<file path="src/rtl/router_wrap_coord_cfg_reg.sv">
// Router tile coordinate configuration register bank.
// A serial chain shifts into a shadow register. A commit copies the shadow to the
// active coordinate outputs only after exactly TOTAL bits have been shifted in.
module router_wrap_coord_cfg_reg #(
   parameter int unsigned          COORD_W    = 4,
   parameter int unsigned          NUM_FIELDS = 2,
   parameter logic [COORD_W-1:0]   RESET_VAL  = '0
) (
   input  logic                            clk,
   input  logic                            reset,
   input  logic                            cfg_en,
   input  logic                            cfg_din,
   output logic                            cfg_dout,
   input  logic                            cfg_commit,
   input  logic                            cfg_abort,
   output logic [COORD_W*NUM_FIELDS-1:0]   coord_q,
   output logic                            coord_valid,
   output logic                            cfg_err
);

   localparam int unsigned        TOTAL     = COORD_W * NUM_FIELDS;
   localparam int unsigned        CNT_W     = $clog2(TOTAL + 1);
   localparam logic [CNT_W-1:0]   CNT_FULL  = CNT_W'(TOTAL);
   localparam logic [TOTAL-1:0]   RESET_VEC = {NUM_FIELDS{RESET_VAL}};

   typedef enum logic [1:0] {
      ST_IDLE  = 2'd0,
      ST_SHIFT = 2'd1,
      ST_FULL  = 2'd2
   } state_t;

   state_t             state_q, state_d;
   logic [TOTAL-1:0]   shadow_q, shadow_d;
   logic [CNT_W-1:0]   cnt_q, cnt_d;
   logic               ovf_q, ovf_d;
   logic [TOTAL-1:0]   coord_q_q, coord_d;
   logic               valid_q, valid_d;
   logic               err_q, err_d;
   logic [TOTAL:0]     shift_vec;

   // Concatenating the new bit on top and dropping bit 0 also works when TOTAL is 1.
   assign shift_vec = {cfg_din, shadow_q};

   // Register all state; reset restores the idle load sequence and the reset coordinates.
   always_ff @(posedge clk or negedge reset) begin
      if (!reset) begin
         state_q   <= ST_IDLE;
         shadow_q  <= '0;
         cnt_q     <= '0;
         ovf_q     <= 1'b0;
         coord_q_q <= RESET_VEC;
         valid_q   <= 1'b0;
         err_q     <= 1'b0;
      end else begin
         state_q   <= state_d;
         shadow_q  <= shadow_d;
         cnt_q     <= cnt_d;
         ovf_q     <= ovf_d;
         coord_q_q <= coord_d;
         valid_q   <= valid_d;
         err_q     <= err_d;
      end
   end

   // Next-state logic; abort outranks commit, which outranks shift.
   always_comb begin
      state_d  = state_q;
      shadow_d = shadow_q;
      cnt_d    = cnt_q;
      ovf_d    = ovf_q;
      coord_d  = coord_q_q;
      valid_d  = valid_q;
      err_d    = err_q;

      if (cfg_abort) begin
         state_d = ST_IDLE;
         cnt_d   = '0;
         ovf_d   = 1'b0;
         err_d   = 1'b0;
      end else if (cfg_commit) begin
         // Any commit ends the load sequence. Only a full, non-overflowed load is accepted.
         state_d = ST_IDLE;
         cnt_d   = '0;
         ovf_d   = 1'b0;
         if (state_q == ST_FULL && !ovf_q) begin
            coord_d = shadow_q;
            valid_d = 1'b1;
         end else begin
            err_d = 1'b1;
         end
      end else if (cfg_en) begin
         shadow_d = shift_vec[TOTAL:1];
         unique case (state_q)
            ST_IDLE: begin
               cnt_d   = CNT_W'(1);
               state_d = (CNT_FULL == CNT_W'(1)) ? ST_FULL : ST_SHIFT;
            end
            ST_SHIFT: begin
               cnt_d = cnt_q + CNT_W'(1);
               if (cnt_q + CNT_W'(1) == CNT_FULL) begin
                  state_d = ST_FULL;
               end
            end
            ST_FULL: begin
               // Data keeps passing down the chain, but the load is now invalid.
               ovf_d = 1'b1;
               err_d = 1'b1;
            end
            default: begin
               state_d = ST_IDLE;
               cnt_d   = '0;
            end
         endcase
      end
   end

   assign cfg_dout    = shadow_q[0];
   assign coord_q     = coord_q_q;
   assign coord_valid = valid_q;
   assign cfg_err     = err_q;

endmodule
</file>
<file path="config.mk">
export PLATFORM = sky130hd
export DESIGN_NAME = router_wrap_coord_cfg_reg
export DESIGN_NICKNAME = d
export VERILOG_FILES = /design/src/rtl/router_wrap_coord_cfg_reg.sv
export SDC_FILE = /design/constraint.sdc
export NUM_CORES = 1
export LEC_CHECK = 0
export CAP_MARGIN = 15
export CORE_MARGIN = 3
export CORE_UTILIZATION = 23
export CTS_CLUSTER_SIZE = 16
export DETAILED_ROUTE_END_ITERATION = 16
export PLACE_DENSITY_LB_ADDON = 0.15
export SLEW_MARGIN = 20
export SYNTH_ARGS = -nofsm -noshare
export SYNTH_HDL_FRONTEND = slang
export SYNTH_SLANG_ARGS = --single-unit
</file>
<file path="constraint.sdc">
create_clock -name clk -period 1.5 [get_ports clk]
set_input_delay 0.375 -clock clk [delete_from_list [all_inputs] [get_ports clk]]
set_output_delay 0.375 -clock clk [all_outputs]
set_load 0.01 [all_outputs]
</file>
After elaboration in Yosys (flattened, before gate mapping)
Index checks and enable logic that the tools add are counted.
{"block": "totals", "elab_cells": 43, "out_inout_bits": 11, "ff_bits": 25, "input_bits": 6}
{"block": "classes", "n_addsub": 1, "mux": 16, "n_eq_ne": 6, "bitwise": 2, "n_reduce_logical": 11}
{"cell": "$mux W4", "n": 3}
{"cell": "$pmux W4 S3", "n": 1}
{"cell": "$reduce_and A3 Y1", "n": 4}
{"cell": "$mux W2", "n": 4}
{"cell": "$mux W1", "n": 7}
{"cell": "$ne A3 B3 Y1 const B", "n": 2}
{"cell": "$pmux W2 S3", "n": 1}
{"cell": "$reduce_bool A3 Y1", "n": 2}
{"cell": "$add A4 B1 Y4 const B", "n": 1}
{"cell": "$eq A4 B4 Y1 const B", "n": 1}
{"cell": "$ne A4 B4 Y1 const B", "n": 1}
{"cell": "$reduce_and A2 Y1", "n": 2}
{"cell": "$eq A2 B1 Y1 const B", "n": 1}
{"cell": "$eq A2 B2 Y1 const B", "n": 1}
{"cell": "$logic_not A2 Y1", "n": 1}
{"cell": "$not A1 Y1", "n": 2}
{"cell": "$logic_and A1 B1 Y1", "n": 1}
{"cell": "$logic_not A1 Y1", "n": 1}

Logic depth before layout (Yosys ltp)
Gate-level depths: netlist (run 1).
{"block": "depth", "depth_word": 7, "ltp_mapped": 4, "depth_no_buf": 4}

Least setup slack after synthesis (run 1)
No wires, ideal clock.
{"block": "synth_timing", "path_type": "input -> register", "startpoint": "input port cfg_commit", "endpoint": "register shadow_q[7]", "arrival_time_ns": 1.216, "path_buffers": 1, "setup_slack_ns": 0.159, "required_time_ns": 1.375, "setup_time_ns": 0.125, "stages": 4, "cell_sequence": "or2_0 > buf_2 > nor2_8 > mux2_2"}
{"block": "synth_between", "elab_chain_cells": 2}
{"element": "from (decl)", "line": "14", "text": "input logic cfg_commit,"}
{"element": "$not A1 Y1 (no line)"}
{"element": "$reduce_and A3 Y1 (no line)"}
{"element": "to (signal assigned)", "line": "56", "text": "shadow_q <= shadow_d;"}
{"element": "to (decl)", "line": "33", "text": "logic [TOTAL-1:0] shadow_q, shadow_d;"}
Every way passes these cells.
A chain may end at the register's enable or synchronous reset.

Worst setup path in the final report (run 1)
{"block": "layout_timing", "startpoint": "input port cfg_commit", "endpoint": "register shadow_q[5]"}
The elaborated chain is that of the path after synthesis.

==> results.md, run 1 <==
* Outcome: finished, final reports clean
* Post-synthesis adder-cell area fraction at 1.13%
* Setup crit end kind: flop
* Post-synthesis async set-or-reset flop share at 100%
* Number of global-route vias before repair at 784
* Final Hold Viols at 0
* FF+latch count, synth at 25
* M1 WL at 993 microns
* Clock Skews at 5.43 ps
* Sequential share of power at 58.0%
* Vias post-DR at 723
* ANT nets after route at 0
* Rel. slew slack at 76.2%
* Pwr dens at 1020 nW/um^2
* Yosys Warn Count at 0
* Synth Instances at 85
* Mux cell area share after synthesis at 16.3%
* Clock tree root driver cell: clkbuf_8
* Final cell count without fillers at ~160
* Fin util at 31.4%
* Per-cell routed wire length at between 10 and 15 microns
* Flop2flop setup slack at about 160 ps
* Layout cell share with drive strength beyond 1 at 32.1%
* PortBufs at 16
* RSZ-0062 raised after global routing: no
* Top_reg_cell synth: dfrtp_1
* XOR/XNOR Fraction of Synth Area at 0%
* WS Path Type: in2reg
* Clock sink count at 25
* Peak VDD IR at around 0.50 mV
* Rows at 24
* Sw frac at 25.7%
* Compound-Gate Fraction of Synth Area at 9.03%
* Post-Route WL at approximately 2.1 mm
* P_sw at approximately 0.00037 W
* Combinational power share at 12.5%
* Die W at 75.4 microns
* Ports at 17
* Grt total ovfl at 0
* CP Max Fanout at 8
* Largest cells by area after synthesis: dfrtp_1 56%, mux2_2 16%, a21oi_1 1.8%, nand3b_4 1.8%, nor2_8 1.8%
* Longest Clk Path Bufs at 2
* EDFF count, synth at 0
* Synth cell count leaders: 25 x dfrtp_1, 16 x mux2_2, 5 x nor2_1
* Clock Latency Late Sink at 270 ps
* Overall Power at 0.00145 W
* Die height at 75.4 microns
* Clk pin slew, worst setup/hold paths at 100 ps
* Drt drc at 0
* R2r startpoint: state_q[0]
* Reg2reg path depth at 3
* Initial antenna violation count at 0
* Fmax at 698 MHz
* Met3 wire length at between 100 and 150 microns
* First-pass GRT wire length at 3.83 mm
* Share of the synthesized area in the top cell type at 56.4%
* CP Launch Type: input port
* Critical Path End: shadow_q[5]
* Slew @ Worst Pin at 356 ps
* Setup Buffers After CTS at 0
* TritonCTS clock tree: built
* Period Utilization, post-route at about 95%
* Average size of a mapped cell at 13.0 sq um
* Max-slew violation count at 0
* Largest family of logic cells by synthesized area: multiplexers
* Placed Cells incl. Taps at 157
* GRT Total Usage at 9.01%
* Worst reg2reg path endpoint: coord_q[4]
* DRT Pass-1 Iters at 2
* DP Wirelength at 1.49 mm
* Syn Nets at 92
* Post-layout min period at 1430 ps
* H-Tree Depth at 1
* Synth Area in Simple Gates at between 10% and 20%
* Count leader, synth: dfrtp_1
* Fill cells at 477
* Critical Path Start: cfg_commit
* Vias per cell at 4.49
* Clk network pwr share at 29.5%
* Sequential-to-total area share from yosys stat at a little under three fifths
* Synth unique cells at 33
* Area delta synth->final at 27.4%
* Routability cong. at 0.663
* Setup violations, final at 0
* Fin Hold WS at 468 ps
* Top Layer Used: met4
* Syn Std Cell Area at 1110 sq um
* Internal Power at 0.00107 W
* CP arrival at 1600 ps
* Core Box Area at roughly 4500 sq um
* CTS buffer count at 3
* Initial core utilization at 24.6%
* Leakage at 0.703 nW
* Hold crit path type: in2async
* Final net count at 117
* Max_cap viols at 0
* Leading area contributor after synthesis: dfrtp_1
* DIE AREA at between 5000 and 6000 sq um
* Critical Path RT at 1660 ps
* Diode count at 0
* Met2 wire len at 976 microns
* Hold_buf cts at 0
* Setup TNS at 0 ps
* Largest net degree at the start of global routing at 26
* Drt initial violations at 23
-- stage by stage --
step | setup slack [ps] | area (sq um)
after floorplan | 159 | 1110
after global placement | -309 | 1370
after detailed placement | -325 | 1370
after CTS | 30.5 | 1410
after global routing | 19.0 | 1410
final | 68.2 | 1410
-- worst min-delay path by stage --
stage               depth (start not counted)           to  slack, ps   startpoint
finish                                      2   coord_q[6]        470        reset
detailed placement                          1  coord_valid        460  coord_valid
floorplan                                   0      cfg_err         80        reset
CTS                                         2  shadow_q[1]        470        reset
global route                                2  shadow_q[1]        480        reset
global placement                            1  coord_valid        450  coord_valid
-- per-layer routing --
layer | up-vias | GRT usage, %
li1 | 353 | -
met1 | 357 | 11.8
met2 | 11 | 13.8
met3 | 2 | 3.83
met4 | 0 | 2.33
met5 | - | 0
-- cells by family (layout without fill, tap and decap cells) --
| family | Yosys count | count (layout) |
|---|---|---|
| adder cells (fa/ha/maj) | 1 | 1 |
| multiplexers | 16 | 16 |
| AO/OA/AOI/OAI | 14 | 14 |
| flip-flops | 25 | 25 |
| buffers and inverters | 6 | 30 |
| AND/OR/NAND/NOR | 23 | 23 |
-- layout by cell type (no fill, tap or decap), drive strengths merged, types with 2 or more instances in the layout --
cell            n
mux2           16
dlygate4sd2    11
a21oi           4
nor2            6
nand3           2
nand3b          2
buf             7
dfrtp          25
nor2b           2
clkbuf          3
nand2           2
inv             4
clkdlybuf4s50   5
-- power by group through the flow --
stage                     Clock [W]  Sequential (W)  Combinational, W
after floorplan                   0        0.000833          0.000112
after global placement            0        0.000857          0.000189
after detailed placement          0        0.000855          0.000193
after CTS                  0.000463        0.000842          0.000184
after global routing       0.000486        0.000856          0.000202
final                      0.000427        0.000839          0.000180
-- sequential cells by signal (all words and copies together), names as in the netlist --
| name | flops |
|---|---|
| cfg_err | 1 |
| cnt_q | 4 |
| coord_q | 8 |
| coord_valid | 1 |
| ovf_q | 1 |
| shadow_q | 8 |
| state_q | 2 |
-- layout make-up --
class	count	area, sq um	share of cell area (%)
sequential	25	627	44.4
inverter	3	11.3	0.797
timing repair buffer	23	199	14.1
clock buffer	3	41.3	2.92
multi-input combinational	54	460	32.6
clock inverter	1	8.76	0.620
tap	52	65.1	4.61
-- critical path: stages --
cell             delay, ps
clkdlybuf4s50_1        430
or2_4                  290
nor2_8                 150
mux2_2                 350
-- repair_timing --
action                     in CTS  in global routing
setup endpoints to repair      20                 11
gates resized for setup        12                  4
pin swaps                       0                  0
Note: power is estimated with default switching activity, not from simulation.
==> run 2: changes to the inputs <==
--- a/config.mk
+++ b/config.mk
@@ -6,11 +6,10 @@
 export NUM_CORES = 1
 export LEC_CHECK = 0
 export CAP_MARGIN = 15
-export CORE_MARGIN = 3
-export CORE_UTILIZATION = 23
+export CORE_MARGIN = 2
+export CORE_UTILIZATION = 40
 export CTS_CLUSTER_SIZE = 16
 export DETAILED_ROUTE_END_ITERATION = 16
-export PLACE_DENSITY_LB_ADDON = 0.15
 export SLEW_MARGIN = 20
 export SYNTH_ARGS = -nofsm -noshare
 export SYNTH_HDL_FRONTEND = slang
==> results.md, run 2 (synthesized netlist as in run 1, its figures left out) <==
* Outcome: finished, final reports clean
* Peak VDD IR at 0.912 mV
* Clock tree root driver cell: clkbuf_4
* DIE AREA at 3210 sq um
* DP Wirelength at 1.41 mm
* Clock Skews at 2.55 ps
* Reg area at 626 sq um
* Vias per cell at 5.08
* GRT Total Usage at a little over an eighth
* Critical Path RT at about 1700 ps
* Period Utilization, post-route at between 90% and 100%
* Final cell count without fillers at 142
* Post-Route WL at 1.96 mm
* Most common cell after layout, fill and taps aside: dfrtp_1
* Die height at 56.6 microns
* First-pass GRT wire length at ~3.4 mm
* Drt initial violations at 4
* PortBufs at 16
* Initial core utilization at 41.3%
* Clock sink count at 25
* Longest Clk Path Bufs at 2
* Fin util at roughly 51%
* Post-layout min period at 1440 ps
* Multi-input gate area at 457 sq um
* R2r startpoint: state_q[0]
* Largest net degree at the start of global routing at 26
* Max_cap viols at 0
* Setup crit end kind: flop
* Fill cells at ~250
* Rel. slew slack at 75.1%
* Most frequent cells in the layout: 25 x dfrtp_1, 16 x mux2_2, 11 x dlygate4sd2_1
* DRT Pass-1 Iters at 4
* Per-cell routed wire length at 13.8 microns
* Hold crit path type: in2async
* Core Box Area at around 2700 sq um
* Clk pin slew, worst setup/hold paths at 150 ps
* Max-slew violation count at 0
* Layout cell share with drive strength beyond 1 at between 30% and 40%
* TritonCTS clock tree: built
* Hold_buf cts at 0
* CTS buffer count at 3
* Routability cong. at 0.752
* CP Max Fanout at 9
* Rows at 19
* Grt total ovfl at 0
* Initial antenna violation count at 0
* Clock Latency Late Sink at roughly 320 ps
* Fmax at 695 MHz
* Vias post-DR at 722
* Setup violations, final at 0
* Area delta synth->final at 24.3%
* Diode count at 0
* CP arrival at 1660 ps
* Setup TNS at 0 ps
* Critical Path Start: cfg_commit
* WS Path Type: in2reg
* H-Tree Depth at 1
* Placed Cells incl. Taps at 137
* Leakage at 0.705 nW
* ANT nets after route at 0
* RSZ-0062 raised after global routing: no
* Slew @ Worst Pin at 364 ps
* Ports at 17
* Die W at 56.6 microns
* Pwr dens at ~990 nW/um^2
* Number of global-route vias before repair at 758
* Drt drc at 0
* Final Hold Viols at 0
* Final net count at 119
* CP Launch Type: input port
==> run 2: changes by cell type in the layout (fill, tap and decap cells not counted), sizes merged <==
cell and delta:
buf +2
==> run 2: layout make-up <==
class | count | area share, %
Tap cell | 31 | 2.82
Timing Repair Buffer | 25 | 15.5
Sequential cell | 25 | 45.4
Multi-Input combinational cell | 54 | 33.2
Clock buffer | 3 | 1.63
Inverter | 3 | 0.817
Clock inverter | 1 | 0.636
==> run 2: final timing paths <==
check	depth (start not counted)	slack, ps	to
worst min register to register	1	480	coord_valid
min in group clk	1	480	coord_valid
max in group asynchronous	2	880	cnt_q[0]
worst max register to register	3	120	coord_q[0]
worst max-delay path	4	60	coord_q[0]
worst min-delay path	2	380	state_q[1]
==> run 2: worst max-delay path, stage by stage <==
cell and delay, ps:
clkdlybuf4s50_1 490, nor2b_1 280, nand3b_4 190, mux2_2 320
==> run 2: repair_timing <==
item | CTS | global route
gates resized for setup | 11 | 2
setup endpoints to repair | 11 | 6
setup buffers | 1 | 0
==> run 2: layer usage <==
layer | part of all wire (%) | track usage (%)
met1 | 45 | 16.4
met2 | 51 | 24.1
met3 | 3.0 | 3.69
met4 | 0.97 | 2.04
met5 | 0 | 0
==> run 2: stage by stage <==
| step | instance area [sq um] | power, W | hold WS [ps] | setup WS [ps] |
|---|---|---|---|---|
| after floorplan | 1110 | 0.000945 | 79.4 | 159 |
| after global placement | 1350 | 0.00104 | 456 | -303 |
| after detailed placement | 1350 | 0.00105 | 458 | -325 |
| after CTS | 1380 | 0.00138 | 385 | 46.3 |
| after global routing | 1380 | 0.00144 | 393 | 8.74 |
| final | 1380 | 0.00136 | 385 | 61.2 |
==> run 2: where the power goes <==
group | switching (W) | internal, W
Sequential | 0.0000631 | 0.000767
Clock | 0.000218 | 0.000109
Combinational | 0.0000760 | 0.000127
==> run 3: changes to the inputs <==
--- a/config.mk
+++ b/config.mk
@@ -10,6 +10,7 @@
 export CORE_UTILIZATION = 40
 export CTS_CLUSTER_SIZE = 16
 export DETAILED_ROUTE_END_ITERATION = 16
+export HOLD_SLACK_MARGIN = 0.02
 export SLEW_MARGIN = 20
 export SYNTH_ARGS = -nofsm -noshare
 export SYNTH_HDL_FRONTEND = slang
==> results of run 3 <==
No change in the layout: final DEF, timing and power equal those of run 2.
